[config.mk]
export PLATFORM = sky130hd
export DESIGN_NAME = sub_serial_8
export DESIGN_NICKNAME = d
export VERILOG_FILES = /design/src/rtl/sub_serial_8.sv
export SDC_FILE = /design/constraint.sdc
export NUM_CORES = 1
export LEC_CHECK = 0
export CAP_MARGIN = 20
export CORE_AREA = 2 2 70 72
export CTS_CLUSTER_SIZE = 8
export DETAILED_ROUTE_END_ITERATION = 6
export DIE_AREA = 0 0 72 74
export PLACE_DENSITY_LB_ADDON = 0.08
export SETUP_SLACK_MARGIN = 0.05
export SYNTH_ARGS = -nofsm -noshare
export SYNTH_HDL_FRONTEND = slang
export SYNTH_SLANG_ARGS = --single-unit
[constraint.sdc]
create_clock -name clk -period 3.2 [get_ports clk]
set_clock_uncertainty 0.1 [all_clocks]
set_input_delay 0.48 -clock clk [delete_from_list [all_inputs] [get_ports clk]]
set_output_delay 0.48 -clock clk [all_outputs]
set_load 0.05 [all_outputs]
[src/rtl/sub_serial_8.sv]
// Bit-serial 8-bit subtractor (a - b - b_in), one bit per cycle, LSB first.
// Latency: 8 RUN cycles then a 1-cycle DONE pulse; start is ignored while busy (no backpressure otherwise).
module sub_serial_8 (
    input  logic       clk,
    input  logic       rst,
    input  logic       start,
    input  logic [7:0] a,
    input  logic [7:0] b,
    input  logic       b_in,
    output logic       busy,
    output logic       done,
    output logic [7:0] diff,
    output logic       b_out
);

    typedef enum logic [1:0] {
        IDLE = 2'd0,
        RUN  = 2'd1,
        DONE = 2'd2
    } state_t;

    state_t     state_q, state_d;
    logic [7:0] a_sh_q, a_sh_d;
    logic [7:0] b_sh_q, b_sh_d;
    logic [7:0] res_q, res_d;
    logic       br_q, br_d;
    logic [2:0] cnt_q, cnt_d;
    logic [7:0] diff_q, diff_d;
    logic       b_out_q, b_out_d;

    logic a0, b0, d_bit, br_nxt;

    always_comb begin
        a0     = a_sh_q[0];
        b0     = b_sh_q[0];
        d_bit  = a0 ^ b0 ^ br_q;
        br_nxt = (~a0 & b0) | (~(a0 ^ b0) & br_q);

        state_d = state_q;
        a_sh_d  = a_sh_q;
        b_sh_d  = b_sh_q;
        res_d   = res_q;
        br_d    = br_q;
        cnt_d   = cnt_q;
        diff_d  = diff_q;
        b_out_d = b_out_q;

        case (state_q)
            IDLE: begin
                if (start) begin
                    a_sh_d  = a;
                    b_sh_d  = b;
                    br_d    = b_in;
                    res_d   = 8'h00;
                    cnt_d   = 3'd0;
                    state_d = RUN;
                end
            end
            RUN: begin
                a_sh_d = {1'b0, a_sh_q[7:1]};
                b_sh_d = {1'b0, b_sh_q[7:1]};
                res_d  = {d_bit, res_q[7:1]};
                br_d   = br_nxt;
                cnt_d  = cnt_q + 3'd1;
                // Last bit: publish the result including this cycle's difference bit.
                if (cnt_q == 3'd7) begin
                    diff_d  = {d_bit, res_q[7:1]};
                    b_out_d = br_nxt;
                    state_d = DONE;
                end
            end
            DONE: begin
                state_d = IDLE;
            end
            default: begin
                state_d = IDLE;
            end
        endcase
    end

    always_ff @(posedge clk) begin
        if (rst) begin
            state_q <= IDLE;
            a_sh_q  <= 8'h00;
            b_sh_q  <= 8'h00;
            res_q   <= 8'h00;
            br_q    <= 1'b0;
            cnt_q   <= 3'd0;
            diff_q  <= 8'h00;
            b_out_q <= 1'b0;
        end else begin
            state_q <= state_d;
            a_sh_q  <= a_sh_d;
            b_sh_q  <= b_sh_d;
            res_q   <= res_d;
            br_q    <= br_d;
            cnt_q   <= cnt_d;
            diff_q  <= diff_d;
            b_out_q <= b_out_d;
        end
    end

    assign busy  = (state_q != IDLE);
    assign done  = (state_q == DONE);
    assign diff  = diff_q;
    assign b_out = b_out_q;

endmodule

==> results of run 1 <==
[critical path, cell delays in order (launching register included)]
cell and delay, ps:
dfxtp_1 480, inv_1 190, nor2_1 120, clkdlybuf4s50_1 810
[cells in the mapped netlist (2+ instances only)]
master	instances	share of area, %
dfxtp_1	38	49
nor2_1	24	5.8
nand2_1	17	4.1
a21oi_1	15	4.8
a22oi_1	9	4.3
inv_1	8	1.9
o21bai_1	7	3.4
o32ai_1	7	3.9
a211oi_1	5	2.4
buf_2	5	1.6
o311a_1	5	3.2
clkbuf_1	4	0.97
mux2i_1	4	2.6
nand3b_1	3	1.4
buf_6	2	1.4
ha_1	2	1.6
nand3_1	2	0.64
nand4b_1	2	1.1
o21ai_0	2	0.64
[power by group through the flow]
stage / Sequential, mW / Clock (mW) / Combinational (mW)
3_5_place_dp: 0.519 / 0 / 0.116
3_3_place_gp: 0.518 / 0 / 0.114
4_1_cts: 0.508 / 0.321 / 0.117
5_1_grt: 0.510 / 0.337 / 0.127
6_report: 0.508 / 0.305 / 0.116
2_1_floorplan: 0.514 / 0 / 0.0793
[through the flow]
step	hold slack [ps]	utilization, %	setup slack, ps
2_1_floorplan	332	-	1380
5_1_grt	377	42.3	625
3_5_place_dp	348	40.6	1070
6_report	355	42.3	735
4_1_cts	359	42.3	726
3_3_place_gp	344	40.6	1100
[registers in the layout, summed over array words and instances (netlist names)]
register and cells:
b_sh_q 8, b_out 1, br_q 1, state_q 2, diff 8, cnt_q 3, res_q 7, a_sh_q 8
[cells in the final DEF, fill, tap and decap left out]
cell type / n
dfxtp_1: 38
clkdlybuf4s50_1: 30
nor2_1: 24
nand2_1: 17
a21oi_1: 15
a22oi_1: 9
inv_1: 8
o32ai_1: 7
o21bai_1: 7
o311a_1: 5
a211oi_1: 5
clkbuf_8: 5
mux2i_1: 4
nand3b_1: 3
nand3_1: 2
nand4b_1: 2
o21ai_0: 2
ha_1: 2
clkinv_2: 2
buf_4: 2
or2_4: 1
o21bai_2: 1
nand2b_1: 1
o21ba_2: 1
nor2b_1: 1
and3b_1: 1
fa_1: 1
[final timing paths]
kind               from        end  slack [ps]  cells after the start
min             diff[3]    diff[3]         360                      2
max          state_q[1]       done         740                      3
max reg2reg  state_q[0]  a_sh_q[3]        1510                      4
min reg2reg     diff[3]    diff[3]         360                      2
[cell families after synthesis]
group / Yosys count / share of synthesized area [%]
compound gates: 52 / 24.1
simple gates: 52 / 15.0
flops: 38 / 48.9
buf+inv: 20 / 6.44
mux: 4 / 2.57
fa+ha+maj: 3 / 2.90
[metal layers]
metal  GRT usage (%)  up-vias  part of all wire, %
met5               0        -                    0
met4            5.03        0                 0.64
met3            4.47        2                  4.6
met2            22.5       26                   44
met1            18.2      610                   50
li1                -      649                    -
[layout make-up]
class	instances	area (um2)	share of cell area [%]
Tap cell	54	67.6	3.47
Timing Repair Buffer	32	315	16.2
Sequential cell	38	761	39.1
Clock buffer	5	68.8	3.53
Multi-Input combinational cell	111	694	35.7
Inverter	8	30.0	1.54
Clock inverter	2	10.0	0.514
==> impl_metrics.yaml, run 1 <==
routing:
  dr.pass1.iters: 4
  wl_per_cell_um: 13.8
  wirelength_um: 3450
  viasPerCell: 5.15
  drc: 0
  final_antenna_net_count: 0
  drt-initial-drc-count: 107
  via_count: 1287
floorplan:
  core_area_mm2: 0.00460
  die_area_mm2: 0.00533
  die-width_um: 72
  fp.dieH_um: 74
  start_util_pct: 33.8
  pin_count: 31
  row_count: 25
pwr:
  pwr-share-clk_pct: 32.8
  p_int_mw: 0.698
  switching_share_pct: 24.9
  p_sw_mw: 0.232
  pwr-share-seq_pct: 54.6
  power_leakage_nw: 0.720
  vdd_ir_drop_max_mv: 0.274
  pwr-share-comb_pct: 12.5
  power_density_mw_per_mm2: 477
  p_total_mw: 0.930
placement:
  io_buffers: 30
  dp_hpwl_um: 2300
  gp_congestion: 0.686
  placed_area_mm2: 0.00187
  dp_cells: 243
global_route:
  grt_usage_pct: 14.1
  overflow: 0
  antenna_found_initial: 0
  grt_start_max_net_pins: 39
  grt_pass1_vias: 1220
  grt_first_pass_wirelength_um: 5710
layout:
  drive_above_1_share_pct: 6.12
  area_growth_pct: 25.2
  antenna_cells: 0
  final_cell_area_mm2: 0.00195
  nNetsFinal: 219
  nFillCells: 468
  layoutNonFillerInstCount: 250
setup_path:
  required_ps: 2620
  end_kind: "output port"
  path_max_fanout: 10
  cp.arrival_ps: 1880
  setup.worst_path.class: "reg2out"
  critPathLaunchType: "flop"
cts:
  cts_buffers: 5
  cts_resized: 0
  htree_levels: 2
  cts.sinks: 38
  cts_buffer_depth: 2
  ctsHoldBuffers: 0
  clk_latency_ps: 290
  clock-root-buffer: "clkbuf_8"
  postCtsSetupBuffers: 0
  cts_tree: "yes"
  clk_pin_slew_ps: 70
timing:
  clock.fmax_mhz: 406
  setup_tns_ps: 0
  period_share_pct: 77.0
  setup_viol: 0
  drv_slew: 0
  hold_viol_final: 0
  fin_crit_ps: 2460
  grt_setup_unrepaired: "no"
  worst_pin_slew_ps: 770
  relSlewSlack_pct: 48.6
yosys:
  synth_ff_type: "dfxtp_1"
  synthCells: 169
  syn_area_per_cell_um2: 9.20
  yosys_warnings: 0
  async_reset_ff_share_pct: 0
  yosysUniqueCellTypes: 27
  synth-seq-cells: 38
  syn_nets: 192
  syn-cell-area_mm2: 0.00156
  synth_edf_count: 0
  ys_seq_area_share_pct: 48.9
run:
  maxCapViolations: 0
status:
  status: "finished clean"
worst_hold_path:
  hold_path_class: "reg2reg"
Power figures use the tool's default switching activity.
==> run 2: changes to the inputs <==
==> constraint.sdc (replaced) <==
create_clock -name clk -period 2.21 [get_ports clk]
set_clock_uncertainty 0.1 [all_clocks]
set_input_delay 0.3315 -clock clk [delete_from_list [all_inputs] [get_ports clk]]
set_output_delay 0.3315 -clock clk [all_outputs]
set_load 0.05 [all_outputs]
==> impl_metrics.yaml, run 2 (synthesized netlist as in run 1, its figures left out) <==
pwr:
  p_total_mw: 1.49
  vdd_ir_drop_max_mv: 0.247
  power_density_mw_per_mm2: 744
  power_leakage_nw: 0.751
placement:
  io_buffers: 30
  dp_hpwl_um: 2360
  gp_congestion: 0.699
  placed_area_mm2: 0.00189
routing:
  drc: 0
  wl_met1_um: 1710
  drt-initial-drc-count: 95
  viasPerCell: 5.10
  top_layer_used: "met4"
  wl_met2_um: 1530
  met3_wirelength_um: 198
  via_count: 1290
  final_antenna_net_count: 0
  dr.pass1.iters: 4
  wirelength_um: 3500
  wl_per_cell_um: 13.8
setup_path:
  cpLargestDelayFamily: "buffers and inverters"
  r2r.worst_path.cells: 5
  setup.worst_path.class: "reg2out"
  path_max_fanout: 2
  path_cells: "clkdlybuf4s50_1"
  cp_slowest_stage_delay_ps: 810
  end_kind: "output port"
  cp.depth: 1
  critPathLaunchType: "flop"
  cp_num_buf_inv: 1
  cp.arrival_ps: 1440
  slowest_stage: "clkdlybuf4s50_1"
  required_ps: 1780
global_route:
  grt_pass1_vias: 1168
  grt_start_max_net_pins: 39
  grt_first_pass_wirelength_um: 5680
  antenna_found_initial: 0
  grt_usage_pct: 14.2
  overflow: 0
timing:
  setup_viol: 0
  period_share_pct: 84.6
  drv_slew: 0
  grt_setup_unrepaired: "no"
  fin_crit_ps: 1870
  worst_pin_slew_ps: 495
  relSlewSlack_pct: 66.9
  hold_viol_final: 0
  setup_tns_ps: 0
  clock.fmax_mhz: 535
cts:
  cts_buffers: 5
  clk_latency_ps: 290
  cts_buffer_depth: 2
  cts.sinks: 38
  clock-root-buffer: "clkbuf_8"
  clk_pin_slew_ps: 80
  htree_levels: 2
  postCtsSetupBuffers: 0
  cts_tree: "yes"
  ctsHoldBuffers: 0
  cts_resized: 0
floorplan:
  core_area_mm2: 0.00460
  fp.dieH_um: 74
  die-width_um: 72
  pin_count: 31
  die_area_mm2: 0.00533
  row_count: 25
  start_util_pct: 33.8
layout:
  final_cell_mix: "dfxtp_1 (38), clkdlybuf4s50_1 (28), nor2_1 (24), nand2_1 (17), a21oi_1 (15)"
  area_growth_pct: 28.6
  nNetsFinal: 221
  final_cell_area_mm2: 0.00200
  antenna_cells: 0
  layout_commonest_cell: "dfxtp_1"
  nFillCells: 439
  drive_above_1_share_pct: 8.54
run:
  maxCapViolations: 0
worst_hold_path:
  hold_path_depth: 2
  hold_path_class: "reg2reg"
status:
  status: "finished clean"
[run 2: stage by stage]
step / hold slack (ps) / instances / utilization (%) / worst slack [ps]
3_5_place_dp: 349 / 245 / 41.1 / 413
4_1_cts: 360 / 253 / 43.5 / 322
2_1_floorplan: 332 / 169 / - / 534
3_3_place_gp: 344 / 245 / 41.1 / 447
6_report: 355 / 253 / 43.5 / 341
5_1_grt: 376 / 253 / 43.5 / 281
[run 2: path summary, 6_finish.rpt]
path	slack [ps]	end	from
worst max-delay path	340	diff[3]	diff[3]
worst max register to register	630	b_sh_q[6]	state_q[0]
worst min-delay path	350	diff[6]	diff[6]
worst min register to register	350	diff[6]	diff[6]
[run 2: cell type report]
type / instances / area [um2] / area share [%]
clock buffer: 5 / 68.8 / 3.44
clock inverter: 3 / 40.0 / 2.00
inverter: 8 / 30.0 / 1.50
multi-input combinational: 111 / 694 / 34.7
sequential: 38 / 761 / 38.0
tap: 54 / 67.6 / 3.38
timing repair buffer: 34 / 338 / 16.9
[run 2: per-layer routing]
metal  up-vias  GRT usage, %
met3         7          3.79
met5         -             0
met1       593          19.4
met4         0          6.29
met2        38          21.0
li1        652             -
[run 2: report_power, final]
group | switching, mW | total (mW) | internal, mW | leakage, nW
Combinational | 0.0858 | 0.174 | 0.0880 | 0.383
Sequential | 0.0206 | 0.737 | 0.716 | 0.311
Clock | 0.245 | 0.577 | 0.332 | 0.0579
